File: config.mk
export PLATFORM = sky130hd
export DESIGN_NAME = mips_multicycle_ctrl_flat
export DESIGN_NICKNAME = d
export VERILOG_FILES = /design/src/rtl/mips_ctrl_pkg.sv /design/src/rtl/mips_multicycle_ctrl_if.sv /design/src/rtl/mips_ctrl_decode.sv /design/src/rtl/mips_multicycle_ctrl.sv /design/src/flat_wrapper.sv
export SDC_FILE = /design/constraint.sdc
export NUM_CORES = 1
export LEC_CHECK = 0
export BUFFER_PORTS_ARGS = -buffer_cell sky130_fd_sc_hd__buf_2
export CORE_ASPECT_RATIO = 1.25
export CORE_UTILIZATION = 30
export DETAILED_ROUTE_END_ITERATION = 10
export HOLD_SLACK_MARGIN = 0.03
export PLACE_DENSITY = 0.5
export SYNTH_ARGS = -nofsm -noshare
export SYNTH_HDL_FRONTEND = slang
export SYNTH_SLANG_ARGS = --single-unit
File: constraint.sdc
create_clock -name clk -period 5.2 [get_ports clk]
set_clock_uncertainty 0.2 [all_clocks]
set_input_delay 0.78 -clock clk [delete_from_list [all_inputs] [get_ports clk]]
set_output_delay 0.78 -clock clk [all_outputs]
set_load 0.02 [all_outputs]
File: src/rtl/mips_ctrl_pkg.sv
// Shared encodings for the multi-cycle MIPS controller: state codes, opcodes,
// functs, mux-select encodings and the packed control word.
package mips_ctrl_pkg;

   localparam int ST_W = 4;

   localparam logic [ST_W-1:0] S_FETCH     = 4'd0;
   localparam logic [ST_W-1:0] S_DECODE    = 4'd1;
   localparam logic [ST_W-1:0] S_MEM_ADDR  = 4'd2;
   localparam logic [ST_W-1:0] S_MEM_RD    = 4'd3;
   localparam logic [ST_W-1:0] S_MEM_WB    = 4'd4;
   localparam logic [ST_W-1:0] S_MEM_WR    = 4'd5;
   localparam logic [ST_W-1:0] S_R_EXEC    = 4'd6;
   localparam logic [ST_W-1:0] S_R_WB      = 4'd7;
   localparam logic [ST_W-1:0] S_ADDI_EXEC = 4'd8;
   localparam logic [ST_W-1:0] S_ADDI_WB   = 4'd9;
   localparam logic [ST_W-1:0] S_BRANCH    = 4'd10;
   localparam logic [ST_W-1:0] S_JUMP      = 4'd11;

   localparam logic [5:0] OP_RTYPE = 6'h00;
   localparam logic [5:0] OP_LW    = 6'h23;
   localparam logic [5:0] OP_SW    = 6'h2B;
   localparam logic [5:0] OP_BEQ   = 6'h04;
   localparam logic [5:0] OP_ADDI  = 6'h08;
   localparam logic [5:0] OP_J     = 6'h02;

   localparam logic [5:0] FN_ADD = 6'h20;
   localparam logic [5:0] FN_SUB = 6'h22;
   localparam logic [5:0] FN_AND = 6'h24;
   localparam logic [5:0] FN_OR  = 6'h25;
   localparam logic [5:0] FN_SLT = 6'h2A;

   localparam logic [1:0] ALU_ADD   = 2'b00;
   localparam logic [1:0] ALU_SUB   = 2'b01;
   localparam logic [1:0] ALU_FUNCT = 2'b10;

   localparam logic [1:0] SRCB_RT     = 2'b00;
   localparam logic [1:0] SRCB_FOUR   = 2'b01;
   localparam logic [1:0] SRCB_IMM    = 2'b10;
   localparam logic [1:0] SRCB_IMM_SH = 2'b11;

   localparam logic [1:0] PCSRC_ALU    = 2'b00;
   localparam logic [1:0] PCSRC_ALUOUT = 2'b01;
   localparam logic [1:0] PCSRC_JUMP   = 2'b10;

   typedef struct packed {
      logic       pc_write;
      logic       pc_write_cond;
      logic       i_or_d;
      logic       mem_read;
      logic       mem_write;
      logic       ir_write;
      logic       reg_dst;
      logic       mem_to_reg;
      logic       reg_write;
      logic       alu_src_a;
      logic [1:0] alu_src_b;
      logic [1:0] alu_op;
      logic [1:0] pc_source;
   } ctrl_t;

   function automatic logic funct_legal(input logic [5:0] fn);
      return (fn == FN_ADD) || (fn == FN_SUB) || (fn == FN_AND) ||
             (fn == FN_OR)  || (fn == FN_SLT);
   endfunction

endpackage

File: src/rtl/mips_multicycle_ctrl_if.sv
// Controller <-> datapath bundle. master = datapath/IR side, slave = controller.
// Handshake is mem_ready only: strobes stay up until the memory reports completion.
interface mips_multicycle_ctrl_if #(
   parameter int STATE_W = 4,
   parameter int CNT_W   = 32
);
   logic [5:0]         opcode;
   logic [5:0]         func;
   logic               zero;
   logic               mem_ready;
   logic               pc_write;
   logic               pc_write_cond;
   logic               i_or_d;
   logic               mem_read;
   logic               mem_write;
   logic               ir_write;
   logic               reg_dst;
   logic               mem_to_reg;
   logic               reg_write;
   logic               alu_src_a;
   logic [1:0]         alu_src_b;
   logic [1:0]         alu_op;
   logic [1:0]         pc_source;
   logic               illegal_op;
   logic [STATE_W-1:0] state;
   logic [CNT_W-1:0]   retired;

   modport master (
      output opcode, func, zero, mem_ready,
      input  pc_write, pc_write_cond, i_or_d, mem_read, mem_write, ir_write,
             reg_dst, mem_to_reg, reg_write, alu_src_a, alu_src_b, alu_op,
             pc_source, illegal_op, state, retired
   );

   modport slave (
      input  opcode, func, zero, mem_ready,
      output pc_write, pc_write_cond, i_or_d, mem_read, mem_write, ir_write,
             reg_dst, mem_to_reg, reg_write, alu_src_a, alu_src_b, alu_op,
             pc_source, illegal_op, state, retired
   );
endinterface

File: src/rtl/mips_ctrl_decode.sv
// Combinational state -> control-word decode, zero latency.
// FETCH loads of IR/PC wait on mem_ready; i_en low forces the whole word to 0.
module mips_ctrl_decode
   import mips_ctrl_pkg::*;
#(
   parameter int STATE_W = ST_W
)(
   input  logic [STATE_W-1:0] i_state,
   input  logic               i_mem_ready,
   input  logic               i_en,
   output ctrl_t              o_ctrl
);

   always_comb begin
      o_ctrl = '0;
      if (i_en) begin
         case (i_state)
            S_FETCH: begin
               o_ctrl.mem_read  = 1'b1;
               o_ctrl.ir_write  = i_mem_ready;
               o_ctrl.pc_write  = i_mem_ready;
               o_ctrl.alu_src_b = SRCB_FOUR;
               o_ctrl.alu_op    = ALU_ADD;
               o_ctrl.pc_source = PCSRC_ALU;
            end
            S_DECODE: begin
               o_ctrl.alu_src_b = SRCB_IMM_SH;
               o_ctrl.alu_op    = ALU_ADD;
            end
            S_MEM_ADDR, S_ADDI_EXEC: begin
               o_ctrl.alu_src_a = 1'b1;
               o_ctrl.alu_src_b = SRCB_IMM;
               o_ctrl.alu_op    = ALU_ADD;
            end
            S_MEM_RD: begin
               o_ctrl.mem_read = 1'b1;
               o_ctrl.i_or_d   = 1'b1;
            end
            S_MEM_WB: begin
               o_ctrl.reg_write  = 1'b1;
               o_ctrl.mem_to_reg = 1'b1;
            end
            S_MEM_WR: begin
               o_ctrl.mem_write = 1'b1;
               o_ctrl.i_or_d    = 1'b1;
            end
            S_R_EXEC: begin
               o_ctrl.alu_src_a = 1'b1;
               o_ctrl.alu_src_b = SRCB_RT;
               o_ctrl.alu_op    = ALU_FUNCT;
            end
            S_R_WB: begin
               o_ctrl.reg_write = 1'b1;
               o_ctrl.reg_dst   = 1'b1;
            end
            S_ADDI_WB: o_ctrl.reg_write = 1'b1;
            // beq: ALU subtracts for the zero flag while PC takes ALUOut (the target).
            S_BRANCH: begin
               o_ctrl.alu_src_a     = 1'b1;
               o_ctrl.alu_src_b     = SRCB_RT;
               o_ctrl.alu_op        = ALU_SUB;
               o_ctrl.pc_write_cond = 1'b1;
               o_ctrl.pc_source     = PCSRC_ALUOUT;
            end
            S_JUMP: begin
               o_ctrl.pc_write  = 1'b1;
               o_ctrl.pc_source = PCSRC_JUMP;
            end
            default: o_ctrl = '0;
         endcase
      end
   end

endmodule

File: src/rtl/mips_multicycle_ctrl.sv
// Multi-cycle MIPS sequencer: lw 5 cycles, sw/R/addi 4, beq/j 3 with zero-wait memory.
// FETCH, MEM_RD and MEM_WR hold (strobe up) until mem_ready; retired saturates.
module mips_multicycle_ctrl
   import mips_ctrl_pkg::*;
#(
   parameter int CNT_W   = 32,
   parameter int STATE_W = ST_W
)(
   input  logic                 clk,
   input  logic                 rst,
   mips_multicycle_ctrl_if.slave bus
);

   logic [STATE_W-1:0] r_state;
   logic [CNT_W-1:0]   r_retired;
   logic               r_illegal;
   logic [STATE_W-1:0] w_next_state;
   logic               w_illegal_dec;
   logic               w_retire;
   ctrl_t              w_ctrl;
   logic               w_unused;

   always_ff @(posedge clk) begin
      if (!rst) r_state <= S_FETCH;
      else      r_state <= w_next_state;
   end

   always_comb begin
      w_next_state  = S_FETCH;
      w_illegal_dec = 1'b0;
      w_retire      = 1'b0;
      case (r_state)
         S_FETCH:  w_next_state = bus.mem_ready ? S_DECODE : S_FETCH;
         S_DECODE: begin
            case (bus.opcode)
               OP_RTYPE: begin
                  if (funct_legal(bus.func)) w_next_state  = S_R_EXEC;
                  else                       w_illegal_dec = 1'b1;
               end
               OP_LW, OP_SW: w_next_state  = S_MEM_ADDR;
               OP_BEQ:       w_next_state  = S_BRANCH;
               OP_ADDI:      w_next_state  = S_ADDI_EXEC;
               OP_J:         w_next_state  = S_JUMP;
               default:      w_illegal_dec = 1'b1;
            endcase
         end
         S_MEM_ADDR:  w_next_state = (bus.opcode == OP_SW) ? S_MEM_WR : S_MEM_RD;
         S_MEM_RD:    w_next_state = bus.mem_ready ? S_MEM_WB : S_MEM_RD;
         S_MEM_WR: begin
            w_next_state = bus.mem_ready ? S_FETCH : S_MEM_WR;
            w_retire     = bus.mem_ready;
         end
         S_R_EXEC:    w_next_state = S_R_WB;
         S_ADDI_EXEC: w_next_state = S_ADDI_WB;
         S_MEM_WB, S_R_WB, S_ADDI_WB, S_BRANCH, S_JUMP: w_retire = 1'b1;
         default:     w_next_state = S_FETCH;
      endcase
   end

   always_ff @(posedge clk) begin
      if (!rst) begin
         r_retired <= '0;
         r_illegal <= 1'b0;
      end else begin
         r_illegal <= w_illegal_dec;
         if (w_retire && !(&r_retired)) r_retired <= r_retired + 1'b1;
      end
   end

   mips_ctrl_decode #(.STATE_W(STATE_W)) u_decode (
      .i_state     (r_state),
      .i_mem_ready (bus.mem_ready),
      .i_en        (rst),
      .o_ctrl      (w_ctrl)
   );

   assign bus.pc_write      = w_ctrl.pc_write;
   assign bus.pc_write_cond = w_ctrl.pc_write_cond;
   assign bus.i_or_d        = w_ctrl.i_or_d;
   assign bus.mem_read      = w_ctrl.mem_read;
   assign bus.mem_write     = w_ctrl.mem_write;
   assign bus.ir_write      = w_ctrl.ir_write;
   assign bus.reg_dst       = w_ctrl.reg_dst;
   assign bus.mem_to_reg    = w_ctrl.mem_to_reg;
   assign bus.reg_write     = w_ctrl.reg_write;
   assign bus.alu_src_a     = w_ctrl.alu_src_a;
   assign bus.alu_src_b     = w_ctrl.alu_src_b;
   assign bus.alu_op        = w_ctrl.alu_op;
   assign bus.pc_source     = w_ctrl.pc_source;
   assign bus.illegal_op    = r_illegal & rst;
   assign bus.state         = r_state;
   assign bus.retired       = r_retired;

   // zero qualifies pc_write_cond in the datapath, not here.
   assign w_unused = bus.zero;

endmodule

File: src/flat_wrapper.sv
// flat-port wrapper written by rule: the top's interface ports become plain ports
module mips_multicycle_ctrl_flat import mips_ctrl_pkg::*;
#(
   parameter int CNT_W   = 32,
   parameter int STATE_W = ST_W
)
  (clk, rst, bus_opcode, bus_func, bus_zero, bus_mem_ready, bus_pc_write, bus_pc_write_cond, bus_i_or_d, bus_mem_read, bus_mem_write, bus_ir_write, bus_reg_dst, bus_mem_to_reg, bus_reg_write, bus_alu_src_a, bus_alu_src_b, bus_alu_op, bus_pc_source, bus_illegal_op, bus_state, bus_retired);
  mips_multicycle_ctrl_if #(.STATE_W(STATE_W), .CNT_W(CNT_W)) bus_i ();
  input  logic clk;
  input  logic rst;
  input wire logic [$bits(bus_i.opcode)-1:0] bus_opcode;
  input wire logic [$bits(bus_i.func)-1:0] bus_func;
  input wire logic [$bits(bus_i.zero)-1:0] bus_zero;
  input wire logic [$bits(bus_i.mem_ready)-1:0] bus_mem_ready;
  output wire logic [$bits(bus_i.pc_write)-1:0] bus_pc_write;
  output wire logic [$bits(bus_i.pc_write_cond)-1:0] bus_pc_write_cond;
  output wire logic [$bits(bus_i.i_or_d)-1:0] bus_i_or_d;
  output wire logic [$bits(bus_i.mem_read)-1:0] bus_mem_read;
  output wire logic [$bits(bus_i.mem_write)-1:0] bus_mem_write;
  output wire logic [$bits(bus_i.ir_write)-1:0] bus_ir_write;
  output wire logic [$bits(bus_i.reg_dst)-1:0] bus_reg_dst;
  output wire logic [$bits(bus_i.mem_to_reg)-1:0] bus_mem_to_reg;
  output wire logic [$bits(bus_i.reg_write)-1:0] bus_reg_write;
  output wire logic [$bits(bus_i.alu_src_a)-1:0] bus_alu_src_a;
  output wire logic [$bits(bus_i.alu_src_b)-1:0] bus_alu_src_b;
  output wire logic [$bits(bus_i.alu_op)-1:0] bus_alu_op;
  output wire logic [$bits(bus_i.pc_source)-1:0] bus_pc_source;
  output wire logic [$bits(bus_i.illegal_op)-1:0] bus_illegal_op;
  output wire logic [$bits(bus_i.state)-1:0] bus_state;
  output wire logic [$bits(bus_i.retired)-1:0] bus_retired;
  assign bus_i.opcode = bus_opcode;
  assign bus_i.func = bus_func;
  assign bus_i.zero = bus_zero;
  assign bus_i.mem_ready = bus_mem_ready;
  assign bus_pc_write = bus_i.pc_write;
  assign bus_pc_write_cond = bus_i.pc_write_cond;
  assign bus_i_or_d = bus_i.i_or_d;
  assign bus_mem_read = bus_i.mem_read;
  assign bus_mem_write = bus_i.mem_write;
  assign bus_ir_write = bus_i.ir_write;
  assign bus_reg_dst = bus_i.reg_dst;
  assign bus_mem_to_reg = bus_i.mem_to_reg;
  assign bus_reg_write = bus_i.reg_write;
  assign bus_alu_src_a = bus_i.alu_src_a;
  assign bus_alu_src_b = bus_i.alu_src_b;
  assign bus_alu_op = bus_i.alu_op;
  assign bus_pc_source = bus_i.pc_source;
  assign bus_illegal_op = bus_i.illegal_op;
  assign bus_state = bus_i.state;
  assign bus_retired = bus_i.retired;
  mips_multicycle_ctrl #(.CNT_W(CNT_W), .STATE_W(STATE_W)) u_core (.clk(clk), .rst(rst), .bus(bus_i));
endmodule
After elaboration in Yosys (flattened, before gate mapping)
Index checks and enable logic that the tools add are counted.

Register bits: 37.

Eq/ne operators: 21. $add $sub $neg: 1. Mux-type cells: 23. Bitwise operators: 1. Reduce and logical (&&, ||, !) cells: 18.

Operators with widths (number): equality test 6 bit (second input constant) (7); case mux 4 bit (5 select lines) (2); adder 32 x 1 -> 32 bit (second input constant) (1); AND reduction 32 bit (1); case mux 4 bit (7 select lines) (1); equality test 4 x 3 -> 1 bit (second input constant) (4); equality test 4 bit (second input constant) (4); two-way mux 16 bit (1); two-way mux 3 bit (4); two-way mux 1 bit (11); OR reduction 5 bit (2); equality test 4 x 2 -> 1 bit (second input constant) (2); OR reduction 2 bit (4); equality test 6 x 2 -> 1 bit (second input constant) (1); equality test 6 x 3 -> 1 bit (second input constant) (1); equality test 6 x 4 -> 1 bit (second input constant) (1); logical NOT 6 bit (1); case mux 1 bit (2 select lines) (3); equality test 4 x 1 -> 1 bit (second input constant) (1); logical NOT 4 bit (1); logical OR 1 bit (4); case mux 2 bit (2 select lines) (1); OR reduction 4 bit (1); OR reduction 3 bit (1); other kinds (4) (4).

Logic depth before layout (Yosys ltp)
Gate-level depths: netlist of run 1.

Depth in word-level cells: 8. Depth in mapped cells: 8. Gate-level depth less buffers: 6.

Modules after synthesis
A second synthesis of run 1 with hierarchy kept.

Cells, all modules: 301. Area, all modules: 2369.8 sq um.

Modules (own cells, without submodules): mips_multicycle_ctrl (times used 1, area an instance 2117.0 sq um, sequential area each 740.7 sq um, cells each 262); mips_ctrl_decode (times used 1, area an instance 252.7 sq um, sequential area each 0.0 sq um, cells each 39).

Worst setup path after synthesis of run 1
Ideal clock, no wire load.

Kind: register to output. Start: register u_core.r_state[3], in the netlist u_core.bus.state[3]. End: output bus_alu_src_a. Arrival: 2.046 ns. Cell stages (with the launch flop): 5. Setup slack: 2.174 ns. Path buffers: 2. Data required time: 4.220 ns. Cells stage by stage: dfxtp_1 buf_4 clkbuf_1 nor2_1 a2111oi_0.

Longest elaborated chain between the ends: 4. Elaborated cells on any way between the ends: 7. Classes of those cells: 4 x eq/ne; 2 x mux; 1 x reduce/logical.

Ends and longest elaborated chain: start: declaration (RTL line mips_multicycle_ctrl.sv:14) `logic [STATE_W-1:0] r_state;`; start signal: assignment (RTL line mips_multicycle_ctrl.sv:25) `else r_state <= w_next_state;`; equality test 4 x 2 -> 1 bit, or another cell as far along (RTL line mips_ctrl_decode.sv:17) `case (i_state)`; OR reduction 4 bit (no source line) (*); two-way mux 1 bit (*) (RTL line mips_ctrl_decode.sv:17); two-way mux 16 bit (*) (RTL line mips_ctrl_decode.sv:16) `if (i_en) begin`; end: declaration (RTL line flat_wrapper.sv:24) `output wire logic [$bits(bus_i.alu_src_a)-1:0] bus_alu_src_a;`.

Mark *: on every way between the ends. The rest lies on a longest branch, timed or not.

Final worst setup path of run 1
Start: input rst. End: output bus_pc_write.

Longest elaborated chain between the ends: 1.

Ends and longest elaborated chain: start: declaration (RTL line flat_wrapper.sv:10) `input logic rst;`; two-way mux 16 bit (RTL line mips_ctrl_decode.sv:16); end: declaration (RTL line flat_wrapper.sv:15) `output wire logic [$bits(bus_i.pc_write)-1:0] bus_pc_write;`.

Every way passes these cells.

==> results of run 1 <==
==> layer usage <==
layer	GRT usage, %	wire, um	vias up
li1	-	-	1275
met1	19.0	2850	1144
met2	26.9	2970	61
met3	2.55	269	8
met4	4.95	90	0
met5	0	0	-
==> cell usage in the layout, fill, tap and decap left out, drive strengths merged, types with 6 or more instances in the layout <==
cell type	count
nand2b	6
nor3	9
a21oi	32
nand4	10
dfxtp	37
o31ai	13
clkbuf	6
nand3	10
inv	11
nor2	26
nand2	29
or3	13
buf	70
or4	17
o21ai	19
==> Yosys cell counts, types with 3 or more instances <==
library cell	count	area share, %
clkbuf_1	12	1.9
nor3b_1	5	1.6
nand3_1	10	2.2
nand2b_1	6	1.6
nor3_1	9	1.9
or3_1	13	3.5
nor2_1	26	4.2
dfxtp_1	37	32
buf_2	6	1.3
a21oi_1	32	6.9
nand4_1	10	2.7
or4_1	17	5.5
o31ai_1	13	4.2
nor4_1	4	1.1
o41ai_1	3	1.1
nand2_1	29	4.7
o21ai_0	18	3.9
inv_1	11	1.8
xnor2_1	4	1.5
and3_1	3	0.81
nand4b_1	4	1.5
==> logic make-up after synthesis <==
family                     share of synthesized area [%]
AOI/OAI and AO/OA                                   22.3
xor gates and xnor gates                            2.27
adders and majority gates                          0.541
buffers and inverters                               5.68
DFF                                                 32.0
muxes                                              0.433
and+or+nand+nor                                     36.7
==> through the flow <==
step	area (um^2)	hold WS (ns)
final	2810	0.282
after global routing	2810	0.318
after CTS	2810	0.285
after detailed placement	2710	0.273
after global placement	2710	0.272
after floorplan	2310	0.342
==> critical path: cells and delay by family <==
kind	cells	cell delay [ns]
buffers and inverters	3	0.71
AND/OR/NAND/NOR	1	0.43
AO/OA/AOI/OAI	1	0.12
==> layout make-up <==
cell class                      count  area (um^2)
Clock inverter                      2         13.8
Clock buffer                        6         82.6
Tap cell                           92          115
Inverter                           11         41.3
Timing Repair Buffer               70          358
Sequential cell                    37          741
Fill cell                         806         4590
Multi-Input combinational cell    241         1460
==> worst min path at each step <==
| stage | start | end | slack [ns] |
|---|---|---|---|
| after floorplan | u_core.bus.retired[30] | u_core.bus.retired[30] | 0.34 |
| after global placement | u_core.bus.retired[30] | u_core.bus.retired[30] | 0.27 |
| after detailed placement | u_core.bus.retired[30] | u_core.bus.retired[30] | 0.27 |
| after CTS | u_core.bus.retired[30] | u_core.bus.retired[30] | 0.29 |
| after global routing | u_core.bus.retired[30] | u_core.bus.retired[30] | 0.32 |
| final | u_core.bus.retired[30] | u_core.bus.retired[30] | 0.28 |
==> flip-flops by register name (all words and copies together), names as in the netlist <==
signal / count
u_core.bus.retired: 32
u_core.r_illegal: 1
u_core.bus.state: 4
==> power groups by stage <==
stage | Sequential (uW) | Combinational [uW] | Clock [uW]
6_report | 288 | 42.2 | 214
5_1_grt | 288 | 46.8 | 237
4_1_cts | 288 | 42.7 | 224
3_5_place_dp | 294 | 42.6 | 0
3_3_place_gp | 294 | 42.1 | 0
2_1_floorplan | 292 | 28.0 | 0
==> impl_metrics.toml, run 1 <==
[floorplan]
rows = 35
dieArea_um2 = 8070
die_y_um = 100
die_x_um = 80.5
pin_count = 69
start_util_pct = 31.3
core_area_um2 = 7400

[detailed_routing]
firstDrtPassIters = 4
via_per_inst = 5.42
drt-initial-drc-count = 48
drc_errors = 0
wl_mm = 6.18
num_vias = 2488
wl_per_cell_um = 13.5
drtAntennaViolNets = 0

[logic_synthesis]
ys_warn_count = 0
postSynthAreaPerCell_um2 = 7.49
yosysSeqAreaShare_pct = 32.0
ys_ff_latch = 37
syn-cell-area_um2 = 2310
synth-async-reset-ratio_pct = 0
syn-instance-count = 309
synth_cell_types = 48
synth_fp_nets = 326
synthFlopType = "dfxtp_1"
synth_edf_count = 0

[finish]
area_delta_synth_final_pct = 21.3
drive_above_1_share_pct = 22.9
utilization_pct = 37.9
n_antenna_cell = 0
final_nets = 383
final_cells = 459

[clock_tree]
clk_pin_slew_ns = 0.07
cts_resized = 0
cts_tree = "yes"
postCtsHoldBufs = 0
cts_buffers = 5
post_cts.repair.setup_buffers = 0
cts_root_buf = "clkbuf_8"
cts_num_sinks = 37
cts_buffer_depth = 2
cts_max_level = 2
clk_latency_ns = 0.29

[power]
p_leak_uw = 0.00101
ir_worst_vdd_mv = 0.100
pwr_density_cell_nw_per_um2 = 194
finalPower_uw = 545
seq_power_share_pct = 52.9
switching_share_pct = 25.2
p_sw_uw = 137
intPower_uw = 408
clkPwrFrac_pct = 39.4
pwr-share-comb_pct = 7.8

[flow_run]
max-cap-violations = 0

[critical_path]
r2r_slack_ns = 2.21
cp.arrival_ns = 2.04
endpoint_kind = "primary output"
path_max_fanout = 15
cp_slowest_stage_delay_ns = 0.43
crit_chain = "buf_2 > inv_1 > or3_1 > o22ai_1 > buf_2"
crit_required_ns = 4.22
crit_path_start = "rst"
cpMostUsedCell = "buf_2"
start_kind = "primary input"
r2r.worst_path.cells = 6
cpMaxStageDelayCell = "or3_1"
r2r-start = "u_core.bus.state[3]"
setup.worst_path.end = "bus_pc_write"
reg2reg_to = "u_core.bus.retired[17]"
critPathKind = "primary input to primary output"

[timing]
fin_ws_ns = 2.18
period_share_pct = 58.0
timing.setup.tns_ns = 0
setup_viol = 0
relSlewSlack_pct = 55.3
final_max_slew_viol_count = 0
fin_crit_ns = 3.02
max_freq_ghz = 0.331
tightest_slew_ns = 0.670
rsz0062_at_grt = "no"
finalHoldViolCount = 0

[global_route]
overflow = 0
grt_pass1_wl_mm = 10.0
first_global_vias = 2176
antenna_found_initial = 0
track_usage_pct = 15.4
grt_max_degree = 28

[placement]
io_buffer_count = 67
dp_cells = 451
gp_congestion = 0.776
hpwl_mm = 4.46
place_ws_ns = 2.17

[worst_hold_path]
holdCritPathClass = "flop to flop"
whs_path_depth = 2

[outcome]
status = "finished, final reports clean"
Power figures use the tool's default switching activity.
==> run 2, diff against run 1 <==
--- a/config.mk
+++ b/config.mk
@@ -5,12 +5,13 @@
 export SDC_FILE = /design/constraint.sdc
 export NUM_CORES = 1
 export LEC_CHECK = 0
+export ABC_AREA = 1
 export BUFFER_PORTS_ARGS = -buffer_cell sky130_fd_sc_hd__buf_2
 export CORE_ASPECT_RATIO = 1.25
 export CORE_UTILIZATION = 30
 export DETAILED_ROUTE_END_ITERATION = 10
 export HOLD_SLACK_MARGIN = 0.03
-export PLACE_DENSITY = 0.5
+export PLACE_DENSITY = 0.51
 export SYNTH_ARGS = -nofsm -noshare
 export SYNTH_HDL_FRONTEND = slang
 export SYNTH_SLANG_ARGS = --single-unit
==> constraint.sdc (replaced) <==
create_clock -name clk -period 2.7 [get_ports clk]
set_clock_uncertainty 0.2 [all_clocks]
set_input_delay 0.405 -clock clk [delete_from_list [all_inputs] [get_ports clk]]
set_output_delay 0.405 -clock clk [all_outputs]
set_load 0.02 [all_outputs]
==> run 2 against run 1 <==
  * Total power grew 87%
  * Die area grew 18%
  * Setup slack lost 1.8 ns
  * Critical endpoint is now bus_alu_src_a
  * Flip-flop and latch count is the same
  * Area after synthesis grew 19%
  * Clock-buffer cell count is the same
  * Largest cell class unchanged
==> impl_metrics.toml, run 2 <==
[timing]
tightest_slew_ns = 0.478
max_freq_ghz = 0.438
finalHoldViolCount = 0
fin_ws_ns = 0.415
relSlewSlack_pct = 68.1
final_max_slew_viol_count = 0
period_share_pct = 84.6
rsz0062_at_grt = "no"
timing.setup.tns_ns = 0
fin_crit_ns = 2.29
setup_viol = 0

[logic_synthesis]
yosysTopAreaCell = "dfxtp_1"
syn-cell-area_um2 = 2750
synth_common_cells = "167 x nand2_1, 97 x nor2_1, 49 x inv_1"
yosysSeqAreaShare_pct = 26.9
ys_ff_latch = 37
synth_edf_count = 0
synth_top_area_share_pct = 26.9
synthFlopType = "dfxtp_1"
postSynthAreaPerCell_um2 = 5.87
synth_most_common_cell = "nand2_1"
syn-instance-count = 468
ys_warn_count = 0
synth-async-reset-ratio_pct = 0
synthTopCellsByArea = "dfxtp_1 27%, nand2_1 23%, nor2_1 13%"
synth_cell_types = 31
synth_fp_nets = 485

[floorplan]
die_x_um = 87.6
dieArea_um2 = 9550
rows = 38
die_y_um = 109
start_util_pct = 31.3
core_area_um2 = 8800
pin_count = 69

[power]
pwr-share-comb_pct = 7.8
switching_share_pct = 26.1
ir_worst_vdd_mv = 0.170
pwr_density_cell_nw_per_um2 = 313
p_sw_uw = 265
p_leak_uw = 0.00141
clkPwrFrac_pct = 38.2
seq_power_share_pct = 54.0
intPower_uw = 752
finalPower_uw = 1020

[placement]
hpwl_mm = 5.91
io_buffer_count = 67
gp_congestion = 0.854
dp_cells = 646
place_ws_ns = 0.427

[finish]
final_common_cell = "nand2_1"
nFillCells = 1025
drive_above_1_share_pct = 20.0
final_nets = 550
n_antenna_cell = 0
area_delta_synth_final_pct = 18.1
final_cell_mix = "167 x nand2_1, 97 x nor2_1, 67 x buf_2"
final_cells = 654
largest_register_ffs = 32

[clock_tree]
cts_num_sinks = 37
cts_buffer_depth = 2
cts_tree = "yes"
postCtsHoldBufs = 0
cts_max_level = 2
post_cts.repair.setup_buffers = 0
clk_pin_slew_ns = 0.08
clk_latency_ns = 0.30
cts_resized = 0
cts_root_buf = "clkbuf_8"
cts_buffers = 5

[critical_path]
critPathKind = "flop to primary output"
start_kind = "flop"
endpoint_kind = "primary output"
path_max_fanout = 4
r2r_slack_ns = 0.45
cpMostUsedCell = "inv_1"
cp_slowest_stage_delay_ns = 0.35
cp.arrival_ns = 1.68
cpMaxStageDelayCell = "dfxtp_1"
crit_required_ns = 2.10
crit_chain = "inv_1 > nor2_1 > inv_1 > nor2_1 > a21oi_1 > o21ai_0 > nand2_1 > inv_1 > buf_2"

[global_route]
grt_pass1_wl_mm = 12.5
grt_max_degree = 32
first_global_vias = 2700
track_usage_pct = 16.9
antenna_found_initial = 0
overflow = 0

[detailed_routing]
drt-initial-drc-count = 122
drtAntennaViolNets = 0
drc_errors = 0
num_vias = 2956
wl_mm = 7.68
firstDrtPassIters = 4
wl_per_cell_um = 11.7
via_per_inst = 4.52

[flow_run]
max-cap-violations = 0

[outcome]
status = "finished, final reports clean"

[worst_hold_path]
holdCritPathClass = "primary input to flop"
==> run 2: changes by cell type after synthesis, moves of 17 or more <==
cell,previous run,this run
nand2_1,29,167
nor2_1,26,97
inv_1,11,49
a21oi_1,32,11
a21oi_2,0,20
or4_1,17,0
==> run 2: logic make-up after synthesis <==
logic type                 share of synthesized area [%]
AOI/OAI and AO/OA                                   10.7
buffers and inverters                               10.1
adders and majority gates                          0.455
xor gates and xnor gates                            4.46
DFF                                                 26.9
and+or+nand+nor                                     47.3
==> run 2: power groups by stage <==
stage          Sequential, uW  Clock [uW]  Combinational (uW)
6_report                  550         388                79.4
3_5_place_dp              563           0                80.7
5_1_grt                   550         428                89.6
2_1_floorplan             564           0                49.7
3_3_place_gp              563           0                79.7
4_1_cts                   550         407                80.7
==> run 2: stage by stage <==
step,area [um^2],hold WS (ns),utilization (%)
2_1_floorplan,2750,0.384,-
3_3_place_gp,3160,0.329,36.0
4_1_cts,3250,0.236,36.9
6_report,3250,0.246,36.9
3_5_place_dp,3160,0.335,36.0
5_1_grt,3250,0.265,36.9
==> run 2: layer usage <==
| metal | track usage (%) | vias up | wire, um |
|---|---|---|---|
| met1 | 21.8 | 1321 | 3690 |
| met3 | 2.50 | 8 | 198 |
| met2 | 28.9 | 49 | 3670 |
| met4 | 5.15 | 0 | 121 |
| met5 | 0 | - | 0 |
| li1 | - | 1578 | - |
==> run 2: area by class of cell <==
class                   count  area [um^2]  share of cell area [%]
flip-flops and latches     37          741                    22.8
repair buffers             68          343                    10.6
clock buffers               6         72.6                    2.24
clock inverters             2         10.0                   0.308
multi-input cells         369         1730                    53.4
inverters                  52          198                    6.09
well taps                 120          150                    4.63
==> run 2: worst max-delay path, delay by kind of cell, from the launching register on <==
family | cells | cell delay [ns]
flops | 1 | 0.35
simple gates | 3 | 0.48
compound gates | 2 | 0.19
buf+inv | 4 | 0.38
==> run 2: final timing paths <==
path,start,to,cells past startpoint
hold reg to reg,u_core.bus.retired[9],u_core.bus.retired[9],2
setup / recovery,u_core.bus.state[3],bus_alu_src_a,9
setup reg to reg,u_core.bus.retired[0],u_core.bus.retired[29],10
hold / removal,rst,u_core.bus.retired[24],3
